### src/rtl/apb3_master_bridge.sv
// Command/response to APB3 initiator bridge: one outstanding transfer at a time,
// with an optional ACCESS-phase wait timeout that reports as a slave error.
module apb3_master_bridge #(
  parameter int ADDR_WIDTH     = 12,
  parameter int DATA_WIDTH     = 32,
  parameter int TIMEOUT_CYCLES = 255
) (
  input  logic                  clk,
  input  logic                  resetn,
  input  logic                  cmd_valid,
  output logic                  cmd_ready,
  input  logic                  cmd_write,
  input  logic [ADDR_WIDTH-1:0] cmd_addr,
  input  logic [DATA_WIDTH-1:0] cmd_wdata,
  output logic                  rsp_valid,
  input  logic                  rsp_ready,
  output logic [DATA_WIDTH-1:0] rsp_rdata,
  output logic                  rsp_error,
  output logic                  rsp_timeout,
  output logic [ADDR_WIDTH-1:0] PADDR,
  output logic                  PSEL,
  output logic                  PENABLE,
  output logic                  PWRITE,
  output logic [DATA_WIDTH-1:0] PWDATA,
  input  logic                  PREADY,
  input  logic [DATA_WIDTH-1:0] PRDATA,
  input  logic                  PSLVERROR
);

  localparam logic [1:0] ST_IDLE   = 2'd0;
  localparam logic [1:0] ST_SETUP  = 2'd1;
  localparam logic [1:0] ST_ACCESS = 2'd2;
  localparam logic [1:0] ST_RESP   = 2'd3;

  localparam bit          TO_EN     = (TIMEOUT_CYCLES != 0);
  localparam logic [15:0] WAIT_LAST = 16'(TIMEOUT_CYCLES - 1);

  logic [1:0]            state_q, state_d;
  logic [ADDR_WIDTH-1:0] paddr_q, paddr_d;
  logic                  pwrite_q, pwrite_d;
  logic [DATA_WIDTH-1:0] pwdata_q, pwdata_d;
  logic [DATA_WIDTH-1:0] rdata_q, rdata_d;
  logic                  err_q, err_d;
  logic                  tmo_q, tmo_d;
  logic [15:0]           wait_q, wait_d;

  always_comb begin
    state_d  = state_q;
    paddr_d  = paddr_q;
    pwrite_d = pwrite_q;
    pwdata_d = pwdata_q;
    rdata_d  = rdata_q;
    err_d    = err_q;
    tmo_d    = tmo_q;
    wait_d   = wait_q;
    case (state_q)
      ST_IDLE: begin
        if (cmd_valid) begin
          paddr_d  = cmd_addr;
          pwrite_d = cmd_write;
          pwdata_d = cmd_wdata;
          wait_d   = '0;
          state_d  = ST_SETUP;
        end
      end
      ST_SETUP: state_d = ST_ACCESS;
      ST_ACCESS: begin
        // A slave completion in the final timeout cycle takes priority over the abort.
        if (PREADY) begin
          rdata_d = pwrite_q ? '0 : PRDATA;
          err_d   = PSLVERROR;
          tmo_d   = 1'b0;
          state_d = ST_RESP;
        end else begin
          wait_d = wait_q + 16'd1;
          if (TO_EN && (wait_q == WAIT_LAST)) begin
            rdata_d = '0;
            err_d   = 1'b1;
            tmo_d   = 1'b1;
            state_d = ST_RESP;
          end
        end
      end
      ST_RESP: begin
        if (rsp_ready) state_d = ST_IDLE;
      end
      default: state_d = ST_IDLE;
    endcase
  end

  always_ff @(posedge clk or negedge resetn) begin
    if (!resetn) begin
      state_q  <= ST_IDLE;
      paddr_q  <= '0;
      pwrite_q <= 1'b0;
      pwdata_q <= '0;
      rdata_q  <= '0;
      err_q    <= 1'b0;
      tmo_q    <= 1'b0;
      wait_q   <= '0;
    end else begin
      state_q  <= state_d;
      paddr_q  <= paddr_d;
      pwrite_q <= pwrite_d;
      pwdata_q <= pwdata_d;
      rdata_q  <= rdata_d;
      err_q    <= err_d;
      tmo_q    <= tmo_d;
      wait_q   <= wait_d;
    end
  end

  // Handshake and APB strobes are pure state decodes, so reset drops them at once.
  assign cmd_ready   = (state_q == ST_IDLE);
  assign PSEL        = (state_q == ST_SETUP) || (state_q == ST_ACCESS);
  assign PENABLE     = (state_q == ST_ACCESS);
  assign rsp_valid   = (state_q == ST_RESP);
  assign PADDR       = paddr_q;
  assign PWRITE      = pwrite_q;
  assign PWDATA      = pwdata_q;
  assign rsp_rdata   = rdata_q;
  assign rsp_error   = err_q;
  assign rsp_timeout = tmo_q;

endmodule

### config.mk
export PLATFORM = sky130hd
export DESIGN_NAME = apb3_master_bridge
export DESIGN_NICKNAME = d
export VERILOG_FILES = /design/src/rtl/apb3_master_bridge.sv
export SDC_FILE = /design/constraint.sdc
export NUM_CORES = 1
export LEC_CHECK = 0
export CELL_PAD_IN_SITES_DETAIL_PLACEMENT = 1
export CELL_PAD_IN_SITES_GLOBAL_PLACEMENT = 1
export CORE_ASPECT_RATIO = 0.8
export CORE_MARGIN = 4
export CORE_UTILIZATION = 35
export CTS_CLUSTER_DIAMETER = 200
export DETAILED_ROUTE_END_ITERATION = 8
export GPL_ROUTABILITY_DRIVEN = 0
export PLACE_DENSITY_LB_ADDON = 0.05
export SETUP_SLACK_MARGIN = 0.05
export SYNTH_ARGS = -nofsm -noshare
export SYNTH_HDL_FRONTEND = slang
export SYNTH_SLANG_ARGS = --single-unit
### constraint.sdc
create_clock -name clk -period 3 [get_ports clk]
set_input_delay 0.3 -clock clk [delete_from_list [all_inputs] [get_ports clk]]
set_output_delay 0.3 -clock clk [all_outputs]
set_load 0.1 [all_outputs]
== After elaboration in Yosys (flattened, before gate mapping) ==
Index checks and enable logic that the tools add are counted.
Word-level totals
  logic and storage cells: 39
  bits in read-only memories: 0
  flip-flop bits (word level): 97
  memory bits (writable): 0
  output and inout port bits: 83
  bits of input ports: 83
  bits in latches: 0
  memories kept: 0
Cells by class
  div/mod/pow operators: 0
  shift-type cells: 0
  muxes and demuxes: 14
  reductions and logical operators: 8
  add/sub/neg operators: 1
  equal/unequal tests: 8
  multiply operators: 0
  magnitude comparators: 0
  bitwise logic cells: 0
Operators with widths (count)
  2-to-1 mux 32 bit: 3
  2-to-1 mux 16 bit: 2
  one-hot mux 16 bit (2 select lines): 1
  adder 16 x 1 -> 16 bit, second input constant: 1
  equality test 16 x 8 -> 1 bit, second input constant: 1
  2-to-1 mux 2 bit: 4
  one-hot mux 2 bit (4 select lines): 1
  AND reduction 3 bit: 2
  equality test 2 bit, second input constant: 2
  inequality test 2 bit, second input constant: 2
  AND reduction 2 bit: 2
  nonzero test 2 bit: 2
  2-to-1 mux 1 bit: 3
  inequality test 3 x 1 -> 1 bit, second input constant: 1
  equality test 2 x 1 -> 1 bit, second input constant: 1
  logical NOT 2 bit: 1
  inequality test 2 x 1 -> 1 bit, second input constant: 1
  logical OR 1 bit: 1

== Longest topological paths before layout ==
  word-level depth: 4
  gate-level depth with buffers: 8
  mapped depth without buffers: 6

== Least setup slack after synthesis ==
Ideal clock, no wire load.
  path kind: reg2reg
  start point: register state_q[0]
  end point: register wait_q[10]
  slack: 238 ps
  arrival time: 2683 ps
  path buffers: 0
  data required time: 2922 ps
  library setup time: 78 ps
  clock period less this slack: 2762 ps
  stages on the path, launching flop included: 7
  cells stage by stage: dfrtp_1 inv_1 ha_1 o21ai_0 or3_1 or4_1 a21oi_1
On the way
  longest elaborated chain between the ends: 3
  elaborated cells on any way between the ends: 7
  those cells by class: eq/ne: 3; mux: 1; reduce/logical: 3
Ends and longest elaborated chain
  from (decl): line 38  | logic [1:0] state_q, state_d;
  from (signal assigned): line 102  | state_q <= state_d;
  logical NOT 2 bit *
  named net cmd_ready: line 11  | output logic cmd_ready,
  inequality test 2 bit (no line) / nonzero test 2 bit (equally long branches)
  AND reduction 3 bit (no line)
  to (signal assigned): line 109  | wait_q <= wait_d;
  to (decl): line 45  | logic [15:0] wait_q, wait_d;
Mark *: on every way through the listed nets, which the timed path passes. The rest lies on a longest branch.
A chain may end at the register's enable or synchronous reset.

== Final worst setup path ==
  start point: register state_q[0]
  end point: register wait_q[10]
On the way
  longest elaborated chain between the ends: 3
  elaborated cells on any way between the ends: 7
  those cells by class: eq/ne: 3; mux: 1; reduce/logical: 3
Ends and longest elaborated chain
  equality test 2 bit / logical NOT 2 bit (equally long branches): line 56  | case (state_q)
  inequality test 2 bit (no line) / nonzero test 2 bit (equally long branches)
  AND reduction 3 bit (no line)
Parallel ways exist; a longest one is shown, timed or not.

==> impl_metrics.toml <==
[status]
result_of_the_run = "completed"

[drt]
sum_of_met3_wire_segment_lengths_after_detailed_routing_um = 800
drt_iter0_markers = 94
wl_met1_um = 4940
topRoutingLayerUsed = "met4"
met2_wirelength_um = 5540
route.detailed.wl_per_inst_um = 18.8
post-route-drc-count = 0
viasPerCell = 5.05
via_count_of_the_routed_design = 3078
drt-total-wl_um = 11400
drt_pass1_iterations = 4
drtAntennaViolNets = 0

[sta]
setup-violations-final = 0
achievable-frequency_ghz = 0.411
period_minus_slack_ns = 2.44
final_max_slew_viol_count = 0
worstMarginPinSlew_ns = 0.981
final-hold-violation-count = 0
max-slew-margin-rel = 0.344
post-route-period-util = 0.812
unrepaired_setup_endpoints_after_global_routing = "false"
final.setup.tns_ns = 0
finalHoldWorstSlack_ns = 0.499
fin_skew_ns = 0.00685

[critical_path]
largest_stage_delay_on_the_critical_path_ns = 0.49
critPathMaxFanout = 14
arrival_ns = 2.70
cp-end-kind = "flop"
startpoint_type = "flop"
timing.critical_path.required_ns = 3.26
timing_worst_setup_path_type = "reg2reg"
timing.reg2reg.setup_slack_ns = 0.56
worstRegToRegCells = 6
crit_path_top_delay_cell = "ha_1"
crit_path_cell_trace = "inv_1 -> ha_1 -> o21ai_0 -> or3_1 -> or4_1 -> a21oi_1"

[floorplan]
std_cell_rows = 34
starting_density_of_the_core = 0.362
num_io_pins = 166
die_x_um = 127
die_y_um = 103
core_region_area_um2 = 10900
fp.dieArea_um2 = 13100

[clocking]
worstSkewPairLatency_ns = 0.34
tritoncts_clock_tree = "yes"
clockRootBuffer = "clkbuf_16"
h_tree_lvls = 3
cts-buffers-inserted = 9
cts.sink_count = 97
cts_max_path_buffers = 2
worst_setup_hold_path_clk_slew_ns = 0.07

[synth]
synth_fa_ha_area_frac = 0.0190
synth_enable_flop_cells = 0
syn-instance-count = 294
synth_fp_nets = 383
synth_sequential_area_ratio = 0.614
ys.flop_type = "dfrtp_1"
synth_async_sr_flop_share = 1.00
synth_top_family_by_area = "multiplexers"
syn_avg_cell_area_um2 = 13.4
yosys_warnings = 0
synth_xor_area_frac = 0.0111
post_synth_num_cell_types = 37
synth.mux.area_fraction = 0.136
yosys_register_bits = 97
syn_area_um2 = 3950
synth_simple_gate_area_frac = 0.0766
synth_compound_gate_area_share = 0.118

[layout]
post_route_cells_drive_above_1_share = 0.308
layout_common_cells = "99 x clkdlybuf4s50_1, 97 x dfrtp_1, 72 x buf_4"
final_common_cell = "clkdlybuf4s50_1"
fin_nets = 549
antenna-diode-count = 0
area_growth_syn_to_layout_pct = 50.9

[job]
drv.max_cap_violation_count = 0

[grt]
global_route_wire_length_before_repair_um = 17700
grt-ovfl-total = 0
grt.total_usage = 0.175
number_of_antenna_violations_at_the_first_check_in_global_routing = 0
grt_max_degree = 50
first_global_vias = 3233

[place]
placement.io_buffers = 165
detailedPlacementHpwl_um = 8440

[min_path]
hold_path_class = "reg2reg"
min_path_cells = 1
-- worst paths after layout --
| kind | to | startpoint |
|---|---|---|
| max | wait_q[10] | state_q[0] |
| min | rsp_rdata[2] | rsp_rdata[2] |
| max reg2reg | wait_q[10] | state_q[0] |
| min reg2reg | rsp_rdata[2] | rsp_rdata[2] |
| max in group asynchronous | PWRITE | resetn |
| min in group asynchronous | rsp_rdata[15] | resetn |
-- logic make-up (layout without fill, tap and decap cells) --
| kind of cell | after synthesis | count (layout) |
|---|---|---|
| DFF | 97 | 97 |
| buffers and inverters | 23 | 194 |
| AOI/OAI and AO/OA | 62 | 62 |
| and+or+nand+nor | 53 | 53 |
| adders and majority gates | 6 | 6 |
| xor gates and xnor gates | 5 | 5 |
| muxes | 48 | 48 |
-- flip-flops by register name, indices dropped and copies added, names as in the netlist --
name         cells
wait_q          16
PWRITE           1
state_q          2
PADDR           12
PWDATA          32
rsp_error        1
rsp_rdata       32
rsp_timeout      1
-- layout make-up --
| class | instances | area (um2) |
|---|---|---|
| Clock buffer | 11 | 253 |
| Timing Repair Buffer | 172 | 1540 |
| Tap cell | 144 | 180 |
| Fill cell | 1120 | 4970 |
| Clock inverter | 5 | 108 |
| Inverter | 6 | 22.5 |
| Sequential cell | 97 | 2430 |
| Multi-Input combinational cell | 174 | 1430 |
-- metal layers --
metal	vias up	global-route usage
met4	0	0.0511
li1	1408	-
met3	12	0.0539
met1	1548	0.228
met5	-	0
met2	110	0.284
-- cell usage after synthesis, types with 2 or more instances --
master / n / area share
dfrtp_1: 97 / 0.61
mux2_2: 46 / 0.13
a22o_1: 33 / 0.073
a21oi_1: 11 / 0.014
nor2_1: 11 / 0.010
nand2_1: 8 / 0.0076
clkbuf_1: 7 / 0.0066
or4_1: 7 / 0.013
ha_1: 6 / 0.019
inv_1: 6 / 0.0057
o21ai_0: 6 / 0.0076
o31ai_1: 6 / 0.011
buf_2: 5 / 0.0063
nand3_1: 5 / 0.0063
xnor2_1: 5 / 0.011
buf_1: 4 / 0.0038
or2_2: 4 / 0.0063
nor4_1: 3 / 0.0047
or3_1: 3 / 0.0047
mux2i_1: 2 / 0.0051
nand2b_1: 2 / 0.0032
nand4_1: 2 / 0.0032
-- critical path: cells and delay by family, from the launching register on --
kind,cells,cell delay [ns]
AO/OA/AOI/OAI,2,0.46
buffers and inverters,1,0.12
AND/OR/NAND/NOR,2,0.91
adder cells (fa/ha/maj),1,0.49
flip-flops,1,0.39
-- stage by stage --
| step | worst slack (ns) | area (um2) | cells | utilization |
|---|---|---|---|---|
| floorplan | 0.238 | 3950 | 294 | - |
| global placement | 0.717 | 5600 | 592 | 0.512 |
| detailed placement | 0.596 | 5600 | 592 | 0.512 |
| CTS | 0.550 | 5970 | 609 | 0.546 |
| global route | 0.382 | 5970 | 609 | 0.546 |
| finish | 0.564 | 5970 | 609 | 0.546 |
-- what timing repair did --
item,CTS,global route
hold buffers,1,0
gates resized for setup,0,0
buffers inserted,0,0
hold endpoints to repair,8,0
Power is left out: the tool's default activity adds up to more than one toggle a clock period on the data nets, which glitch-free logic cannot reach.
==> RTL change (same flow settings) <==
Set the parameter `DATA_WIDTH` to 28 (it was 32).
--- a/src/rtl/apb3_master_bridge.sv
+++ b/src/rtl/apb3_master_bridge.sv
@@ -4,3 +4,3 @@
   parameter int ADDR_WIDTH     = 12,
-  parameter int DATA_WIDTH     = 32,
+  parameter int DATA_WIDTH     = 28,
   parameter int TIMEOUT_CYCLES = 255
Ports: changed (resized PRDATA, PWDATA, cmd_wdata and rsp_rdata); port bits go from 166 to 150. No check against the original RTL was run, so the function may have changed too.
==> RTL change against the original RTL <==
First-iteration DRC count is 3.2% lower; synthesized area is 7.4% lower; wire length is 10% lower; design area is 7.9% lower; worst setup slack better by 0.10 ns; hold slack better by 0.00057 ns; sequential cell count is 8 lower; global-route usage is 0.092 points lower; synthesized cell count is 6.8% lower; highest routed layer unchanged.
Power is left out: the tool's default activity adds up to more than one toggle a clock period on the data nets, which glitch-free logic cannot reach.
==> RTL change: results <==
export IMPL_wl_met1_um=4290
export IMPL_grt_max_degree=48
export IMPL_slew_headroom_pct=34.0
export IMPL_numPortBuffers=149
export IMPL_status="finished, final reports clean"
export IMPL_clkTransAtPathRegs_ns=0.06
export IMPL_drive_gt1_share_pct=32.1
export IMPL_n_antenna_cell=0
export IMPL_dpl_hpwl_um=7590
export IMPL_worstPathMaxFanout=17
export IMPL_cts_max_level=3
export IMPL_syn_to_final_growth_pct=50.1
export IMPL_wl_met3_um=1040
export IMPL_worst_path_max_delay_cell="or4_1"
export IMPL_min_path_type="reg -> reg"
export IMPL_cts_resized=0
export IMPL_synth_seq_area_share_pct=60.8
export IMPL_fillers=1091
export IMPL_vias=2845
export IMPL_r2r_end="wait_q[15]$_DFFE_PN0P_"
export IMPL_min_to="rsp_rdata[16]$_DFFE_PN0P_"
export IMPL_synthTopCellsByCount="89 x dfrtp_1, 42 x mux2_2, 31 x a22o_1"
export IMPL_drt_iter0_markers=91
export IMPL_cp_slowest_stage_delay_ns=0.53
export IMPL_grt_pass1_vias=3109
export IMPL_grt_pass1_wl_um=16500
export IMPL_fin_cells=573
export IMPL_ys_types=36
export IMPL_setup_slack_ns=0.664
export IMPL_pre_cts_slack_ns=0.617
export IMPL_cap_violations=0
export IMPL_syn_avg_cell_area_um2=13.4
export IMPL_placed_cell_area_um2=5180
export IMPL_dp_cells=556
export IMPL_dr_max_layer_used="met4"
export IMPL_antenna_found_initial=0
export IMPL_finalClockSkew_ns=0.00469
export IMPL_grt_usage_pct=17.4
export IMPL_ys_warn_count=0
export IMPL_synth_area_leaders="dfrtp_1 61%, mux2_2 13%, a22o_1 7.4%"
export IMPL_hold_ws_ns=0.499
export IMPL_crit_family="simple AND/OR/NAND/NOR gates"
export IMPL_wl_met2_um=4810
export IMPL_critPathArrivalTime_ns=2.60
export IMPL_cts_root_buffer="clkbuf_16"
export IMPL_r2r_cells=7
export IMPL_syn_num_nets=355
export IMPL_ys_async_sr_fraction_pct=100
export IMPL_cts_made_buffers=9
export IMPL_reg2reg_from="state_q[0]$_DFFE_PN0P_"
export IMPL_clockBufferDepth=2
export IMPL_min_delay_start="rsp_rdata[16]$_DFFE_PN0P_"
export IMPL_crit_type="reg -> reg"
export IMPL_drt_pass1_iterations=4
export IMPL_layout_nets=509
export IMPL_insertion_delay_ns=0.33
export IMPL_detail_route_wl_per_cell_um=17.9
RTL change: changes by cell type after synthesis, sizes merged, moves of 3 or more:
| cell | change |
|---|---|
| a21oi | -4 |
| buf | -6 |
| clkbuf | +4 |
| dfrtp | -8 |
| mux2 | -4 |
| nand4 | +3 |
| o21ai | -4 |
| o31ai | -3 |
| or2 | -3 |
RTL change: area by class of cell:
class	count	area share, %
well taps	140	3.19
flip-flops and latches	89	40.5
clock inverters	5	1.16
inverters	7	0.478
multi-input cells	163	24.8
repair buffers	158	25.5
clock buffers	11	4.42
RTL change: metal layers:
metal	track usage [%]	vias to the layer above
li1	-	1308
met1	21.2	1431
met2	27.5	93
met3	8.81	13
met4	4.39	0
met5	0	-
RTL change: cells by family (layout without fill, tap and decap cells):
family,after synthesis,after routing,synth area share [%]
xor+xnor,7,7,1.67
flops,89,89,60.8
compound gates,54,54,11.7
buf+inv,22,181,2.39
mux,44,44,13.5
simple gates,52,52,7.86
fa+ha+maj,6,6,2.05
